==> src/rtl/pmc_ac_pkg.sv <==
// Shared types and constants for the PMC analog-configuration serial loader.
// Used by pmc_ac_ctrl and pmc_ac_sclk_gen.
package pmc_ac_pkg;

   localparam int PMC_AC_BITS  = 128;
   localparam int PMC_AC_CNT_W = $clog2(PMC_AC_BITS);

   // reg_0 occupies the top word, so reg_0[31] is the first bit on the chain
   typedef struct packed {
      logic [31:0] reg_0;
      logic [31:0] reg_1;
      logic [31:0] reg_2;
      logic [31:0] reg_3;
   } pmc_ac_t;

   typedef enum logic [1:0] {
      IDLE  = 2'd0,
      SHIFT = 2'd1,
      LATCH = 2'd2,
      DONE  = 2'd3
   } pmc_ac_ctrl_state_t;

endpackage

==> src/rtl/pmc_ac_sclk_gen.sv <==
// Serial-clock generator: each bit is CLK_DIV low cycles followed by CLK_DIV high cycles.
// The rise tick output exists only when PMC_AC_READBACK_EN is defined.
module pmc_ac_sclk_gen #(
   parameter int unsigned CLK_DIV = 2
) (
   input  logic i_clk,
   input  logic i_rst_n,
   input  logic i_en,
   output logic o_sclk,
   output logic o_bitEnd
`ifdef PMC_AC_READBACK_EN
   ,
   output logic o_rise
`endif
);

   localparam logic [8:0] HALF = 9'(CLK_DIV);
   localparam logic [8:0] LAST = 9'(2 * CLK_DIV - 1);

   logic [8:0] r_phase;
   logic [8:0] w_phaseNext;
   logic       r_sclk;

   // Phase sits at zero whenever disabled, so each sequence starts on a fresh low phase
   always_comb begin
      w_phaseNext = '0;
      if (i_en && (r_phase != LAST)) begin
         w_phaseNext = r_phase + 9'd1;
      end
   end

   always_ff @(posedge i_clk or negedge i_rst_n) begin
      if (!i_rst_n) begin
         r_phase <= '0;
         r_sclk  <= 1'b0;
      end else begin
         r_phase <= w_phaseNext;
         r_sclk  <= i_en && (w_phaseNext >= HALF);
      end
   end

   assign o_sclk   = r_sclk;
   assign o_bitEnd = i_en && (r_phase == LAST);

`ifdef PMC_AC_READBACK_EN
   assign o_rise = i_en && (r_phase == HALF);
`endif

endmodule

==> src/rtl/pmc_ac_ctrl.sv <==
// Serial loader: snapshots the analog-config register set and shifts it MSB first into the
// matrix chain, then strobes the latch. Define PMC_AC_READBACK_EN for previous-contents readback.
module pmc_ac_ctrl
   import pmc_ac_pkg::*;
#(
   parameter int unsigned CLK_DIV = 2
) (
   input  logic    i_clk,
   input  logic    i_rst_n,
   input  logic    i_start,
   input  pmc_ac_t i_ac,
   output logic    o_busy,
   output logic    o_done,
   output logic    o_ac_sclk,
   output logic    o_ac_sdo,
   output logic    o_ac_latch
`ifdef PMC_AC_READBACK_EN
   ,
   input  logic    i_ac_sdi,
   output pmc_ac_t o_rdbk,
   output logic    o_rdbk_valid
`endif
);

   localparam logic [PMC_AC_CNT_W-1:0] BIT_LAST   = PMC_AC_CNT_W'(PMC_AC_BITS - 1);
   localparam logic [7:0]              LATCH_LAST = 8'(CLK_DIV - 1);

   pmc_ac_ctrl_state_t r_state;
   pmc_ac_ctrl_state_t w_stateNext;

   logic [PMC_AC_BITS-1:0]  r_shift;
   logic [PMC_AC_BITS-1:0]  w_shiftNext;
   logic [PMC_AC_CNT_W-1:0] r_bitCnt;
   logic [PMC_AC_CNT_W-1:0] w_bitCntNext;
   logic [7:0]              r_latchCnt;
   logic [7:0]              w_latchCntNext;
   logic                    r_sdo;
   logic                    w_sdoNext;
   logic                    r_busy;
   logic                    r_done;
   logic                    r_latch;

   logic w_shiftEn;
   logic w_sclk;
   logic w_bitEnd;
`ifdef PMC_AC_READBACK_EN
   logic w_rise;
`endif

   assign w_shiftEn = (r_state == SHIFT);

   pmc_ac_sclk_gen #(
      .CLK_DIV (CLK_DIV)
   ) u_sclk_gen (
      .i_clk    (i_clk),
      .i_rst_n  (i_rst_n),
      .i_en     (w_shiftEn),
      .o_sclk   (w_sclk),
      .o_bitEnd (w_bitEnd)
`ifdef PMC_AC_READBACK_EN
      ,
      .o_rise   (w_rise)
`endif
   );

   always_comb begin
      w_stateNext    = r_state;
      w_shiftNext    = r_shift;
      w_bitCntNext   = r_bitCnt;
      w_latchCntNext = r_latchCnt;
      case (r_state)
         IDLE: begin
            if (i_start) begin
               w_stateNext    = SHIFT;
               w_shiftNext    = i_ac;
               w_bitCntNext   = '0;
               w_latchCntNext = '0;
            end
         end
         SHIFT: begin
            if (w_bitEnd) begin
               w_shiftNext  = {r_shift[PMC_AC_BITS-2:0], 1'b0};
               w_bitCntNext = r_bitCnt + PMC_AC_CNT_W'(1);
               if (r_bitCnt == BIT_LAST) begin
                  w_stateNext = LATCH;
               end
            end
         end
         LATCH: begin
            if (r_latchCnt == LATCH_LAST) begin
               w_stateNext = DONE;
            end else begin
               w_latchCntNext = r_latchCnt + 8'd1;
            end
         end
         DONE: begin
            w_stateNext = IDLE;
         end
         default: begin
            w_stateNext = IDLE;
         end
      endcase

      // Data only follows the shifter while shifting; the last bit stays on the pad through the latch
      w_sdoNext = r_sdo;
      if (w_stateNext == IDLE) begin
         w_sdoNext = 1'b0;
      end else if (w_stateNext == SHIFT) begin
         w_sdoNext = w_shiftNext[PMC_AC_BITS-1];
      end
   end

   // Pad-facing flags are decoded from the next state so every output leaves a flop
   always_ff @(posedge i_clk or negedge i_rst_n) begin
      if (!i_rst_n) begin
         r_state    <= IDLE;
         r_shift    <= '0;
         r_bitCnt   <= '0;
         r_latchCnt <= '0;
         r_sdo      <= 1'b0;
         r_busy     <= 1'b0;
         r_done     <= 1'b0;
         r_latch    <= 1'b0;
      end else begin
         r_state    <= w_stateNext;
         r_shift    <= w_shiftNext;
         r_bitCnt   <= w_bitCntNext;
         r_latchCnt <= w_latchCntNext;
         r_sdo      <= w_sdoNext;
         r_busy     <= (w_stateNext != IDLE);
         r_done     <= (w_stateNext == DONE);
         r_latch    <= (w_stateNext == LATCH);
      end
   end

   assign o_busy     = r_busy;
   assign o_done     = r_done;
   assign o_ac_sclk  = w_sclk;
   assign o_ac_sdo   = r_sdo;
   assign o_ac_latch = r_latch;

`ifdef PMC_AC_READBACK_EN
   logic [PMC_AC_BITS-1:0] r_capture;
   pmc_ac_t                r_rdbk;
   logic                   r_rdbkValid;

   // Chain output is sampled on the first high cycle of each bit and enters at the LSB
   always_ff @(posedge i_clk or negedge i_rst_n) begin
      if (!i_rst_n) begin
         r_capture   <= '0;
         r_rdbk      <= '0;
         r_rdbkValid <= 1'b0;
      end else begin
         if (w_rise) begin
            r_capture <= {r_capture[PMC_AC_BITS-2:0], i_ac_sdi};
         end
         if (w_stateNext == DONE) begin
            r_rdbk <= r_capture;
         end
         r_rdbkValid <= (w_stateNext == DONE);
      end
   end

   assign o_rdbk       = r_rdbk;
   assign o_rdbk_valid = r_rdbkValid;
`endif

endmodule

==> config.mk <==
export PLATFORM = sky130hd
export DESIGN_NAME = pmc_ac_ctrl
export DESIGN_NICKNAME = d
export VERILOG_FILES = /design/src/rtl/pmc_ac_pkg.sv /design/src/rtl/pmc_ac_sclk_gen.sv /design/src/rtl/pmc_ac_ctrl.sv
export SDC_FILE = /design/constraint.sdc
export NUM_CORES = 1
export LEC_CHECK = 0
export BUFFER_PORTS_ARGS = -buffer_cell sky130_fd_sc_hd__buf_2
export CORE_MARGIN = 2
export CORE_UTILIZATION = 59
export DETAILED_ROUTE_END_ITERATION = 10
export PLACE_DENSITY = 0.89
export SYNTH_ARGS = -nofsm -noshare
export SYNTH_HDL_FRONTEND = slang
export SYNTH_SLANG_ARGS = --single-unit
==> constraint.sdc <==
create_clock -name i_clk -period 4.2 [get_ports i_clk]
set_input_delay 0.42 -clock i_clk [delete_from_list [all_inputs] [get_ports i_clk]]
set_output_delay 0.42 -clock i_clk [all_outputs]
set_load 0.01 [all_outputs]
==> results.tsv <==
stage	metric	value	unit
die	die_height	112	µm
die	num_rows	39	
worst_setup_path	rr_startpoint	u_sclk_gen.r_phase[0]$_DFF_PN0_	
finish	fin_nets	956	
timing	min_period_over_period	0.634	
grt	grt_pass1_vias	5679	
worst_setup_path	r2r-end	r_shift[89]$_DFFE_PN0P_	
routing	ant_nets	0	
clock_network	clock_sinks	159	
routing	drc	0	
timing	finalMaxSlewViolations	0	
finish	stdcell_count	977	
min_path	worstHoldPathType	in2async	
die	die_w	112	µm
place	placedCellCount	945	
synthesis	ys_async_sr_fraction	1.00	
clock_network	cts_tree	yes	
worst_setup_path	critical_path.cell_chain	ha_1 -> nor4b_4 -> and3_4 -> buf_12 -> a22oi_1 -> nand2_1	
routing	dr.pass1.iters	6	
synthesis	syn_avg_cell_area	9.69	µm²
grt	grt_pass1_wl	26900	µm
routing	wl_met1	6560	µm
die	die_area	12500	µm²
worst_setup_path	critPathMaxStageDelay	720	ps
clock_network	ctsHoldBuffers	0	
grt	grt_overflow_total	0	
timing	slew_headroom	0.173	
timing	fmax	375	MHz
routing	vias_per_cell	5.93	
worst_setup_path	critical_path_arrival	3010	ps
routing	wl_met2	8180	µm
worst_setup_path	setup.worst_path.end_class	flip-flop	
pwr	power	4950	µW
synthesis	ys.flop_type	dfrtp_1	
grt	antenna_found_initial	3	
timing	rsz0062_at_grt	no	
synthesis	synth-adder-area-share	0.00727	
grt	grtUsageTotal	0.270	
finish	multi_input_area	2700	µm²
routing	wire_per_inst	16.7	µm
routing	routed_wl	16300	µm
worst_setup_path	worstRegToRegCells	6	
synthesis	syn-num-nets	845	
die	core_area	11400	µm²
pwr	peakVddDrop	473	µV
clock_network	cts-resized-gates	0	
finish	num_antenna_cells	0	
synthesis	syn_inst	710	
worst_setup_path	cp_top_family	simple AND/OR/NAND/NOR gates	
synthesis	synth_compound_area_frac	0.165	
clock_network	cts_max_level	4	
worst_setup_path	setup.worst_path.start	u_sclk_gen.r_phase[0]$_DFF_PN0_	
worst_setup_path	required	4540	ps
finish	area_delta_synth_final	20.2	%
timing	setup_viol	0	
routing	drt_iter0_markers	620	
synthesis	seq_area_frac_synth	0.578	
synthesis	post_synth_and_or_nand_nor_area_fraction	0.196	
worst_setup_path	cp-start-kind	flip-flop	
flow_run	maxCapViolations	0	
synthesis	synth_top_family_by_area	simple AND/OR/NAND/NOR gates	
worst_setup_path	criticalPathCategory	reg2reg	
timing	skew	9.04	ps
clock_network	clockRootBuffer	clkbuf_16	
finish	layout-drive-gt1-share	0.217	
timing	final-hold-violation-count	0	
worst_setup_path	reg2reg_setup_slack	1540	ps
clock_network	post-cts-setup-buffers	0	
die	start_util	0.603	
synthesis	synthesis.area	6880	µm²
place	dp_hpwl	10100	µm
timing	worst_pin_slew	1240	ps
synthesis	yosys_warnings	0	
clock_network	clk_latency	420	ps
timing	min_period	2660	ps
pwr	p_leak	0.00427	µW
finish	fill_cells	806	
finish	seq_area	3980	µm²
worst_setup_path	crit_slowest_cell	and3_4	
outcome	outcome	finished clean	
synthesis	synthMuxAreaShare	0.00291	
synthesis	ys_ff_latch	159	
synthesis	synthXorXnorAreaFrac	0.0178	
routing	vias	5798	
die	num_io_pins	136	
routing	top_layer	met5	
worst_setup_path	cp_max_fo	69	
clock_network	clk_pin_slew	70	ps
worst_setup_path	crit_buf_inv	1	
grt	grt_max_degree	128	
routing	wl_met3	1200	µm
synthesis	synth_edf_count	0	
clock_network	clock_path_buffers	2	
place	io_buffer_count	135	
place	place_congestion	0.842	
clock_network	cts_buffers	17	
synthesis	ys_types	42	
timing	whs	103	ps
timing	tns	0	ps
pwr	powerDensity	598	nW/µm²
through the flow:
stage	utilization	instance area [µm²]	setup slack [ps]
floorplan	-	6880	2350
global placement	0.667	7610	1720
detailed placement	0.667	7610	1570
CTS	0.724	8270	1570
global route	0.724	8270	1320
finish	0.724	8270	1540
report_power, final:
group	internal [µW]	switching, µW
registers	1970	314
clock network	1060	645
logic	370	579
total	3410	1540
how the worst max path moves through the flow:
stage	end	cells after the start
floorplan	o_ac_sdo$_DFFE_PN0P_	7
global placement	r_shift[99]$_DFFE_PN0P_	6
detailed placement	r_shift[89]$_DFFE_PN0P_	6
CTS	r_shift[104]$_DFFE_PN0P_	6
global route	r_shift[104]$_DFFE_PN0P_	6
finish	r_shift[89]$_DFFE_PN0P_	6
registers in the layout, summed over array words and instances, names as in the netlist:
signal and count:
r_shift 128, u_sclk_gen.r_phase 9, r_latchCnt 8, r_bitCnt 7
r_state 2, o_ac_latch 1, o_ac_sdo 1, o_busy 1
o_done 1, u_sclk_gen.o_sclk 1
per-layer routing:
layer | track usage | up-vias
li1 | - | 2675
met1 | 0.345 | 2851
met2 | 0.439 | 232
met3 | 0.0800 | 34
met4 | 0.103 | 6
met5 | 0 | -
worst reg2reg max path, stage by stage, from the launching register on:
cell	delay, ps
dfrtp_1	370
ha_1	330
nor4b_4	470
and3_4	720
buf_12	380
a22oi_1	200
nand2_1	140
synth_stat cells (2+ instances only):
cell	n	area (µm²)
nand2_1	268	1010
dfrtp_1	159	3980
a22oi_1	126	946
clkbuf_1	30	113
buf_2	18	90.1
nor2_1	16	60.1
nand3_1	11	55.1
xnor2_1	8	70.1
a21oi_1	6	30.0
o21ai_0	6	30.0
xor2_1	6	52.6
a31oi_1	5	31.3
and3_1	5	31.3
ha_1	4	50.1
inv_1	4	15.0
o31ai_1	3	22.5
or3_1	3	18.8
or4_1	3	22.5
and2_1	2	12.5
mux2i_1	2	20.0
nand4_1	2	12.5
nor2b_1	2	12.5
nor3_1	2	10.0
logic make-up after synthesis:
family,after synthesis
AOI/OAI and AO/OA,154
xor gates and xnor gates,14
adders and majority gates,4
buffers and inverters,53
DFF,159
muxes,2
and+or+nand+nor,324
cells in the final DEF, fill, tap and decap left out, types with 2 or more instances in the layout:
cell type / synthesis / final
xnor2_1: 8 / 8
inv_1: 4 / 4
o31ai_1: 3 / 3
or4_1: 3 / 3
clkinv_4: 0 / 2
a22oi_1: 126 / 126
o21ai_0: 6 / 6
ha_1: 4 / 4
buf_2: 18 / 134
a21oi_1: 6 / 6
clkinvlp_4: 0 / 5
nand3_1: 11 / 11
mux2i_1: 2 / 2
clkbuf_16: 0 / 17
nor2b_1: 2 / 2
nand2_1: 268 / 268
nor3_1: 2 / 2
nor2_1: 16 / 16
buf_4: 0 / 5
and3_1: 5 / 4
xor2_1: 6 / 6
and2_1: 2 / 2
nand4_1: 2 / 2
bufinv_16: 0 / 5
dfrtp_1: 159 / 159
inv_6: 0 / 2
a31oi_1: 5 / 4
or3_1: 3 / 3
area by class of cell:
| type | count | area share |
|---|---|---|
| Clock buffer | 17 | 0.0514 |
| Timing Repair Buffer | 141 | 0.0894 |
| Multi-Input combinational cell | 498 | 0.326 |
| Sequential cell | 159 | 0.481 |
| Clock inverter | 15 | 0.0283 |
| Inverter | 4 | 0.00182 |
| Tap cell | 143 | 0.0216 |
Power figures use the tool's default switching activity.
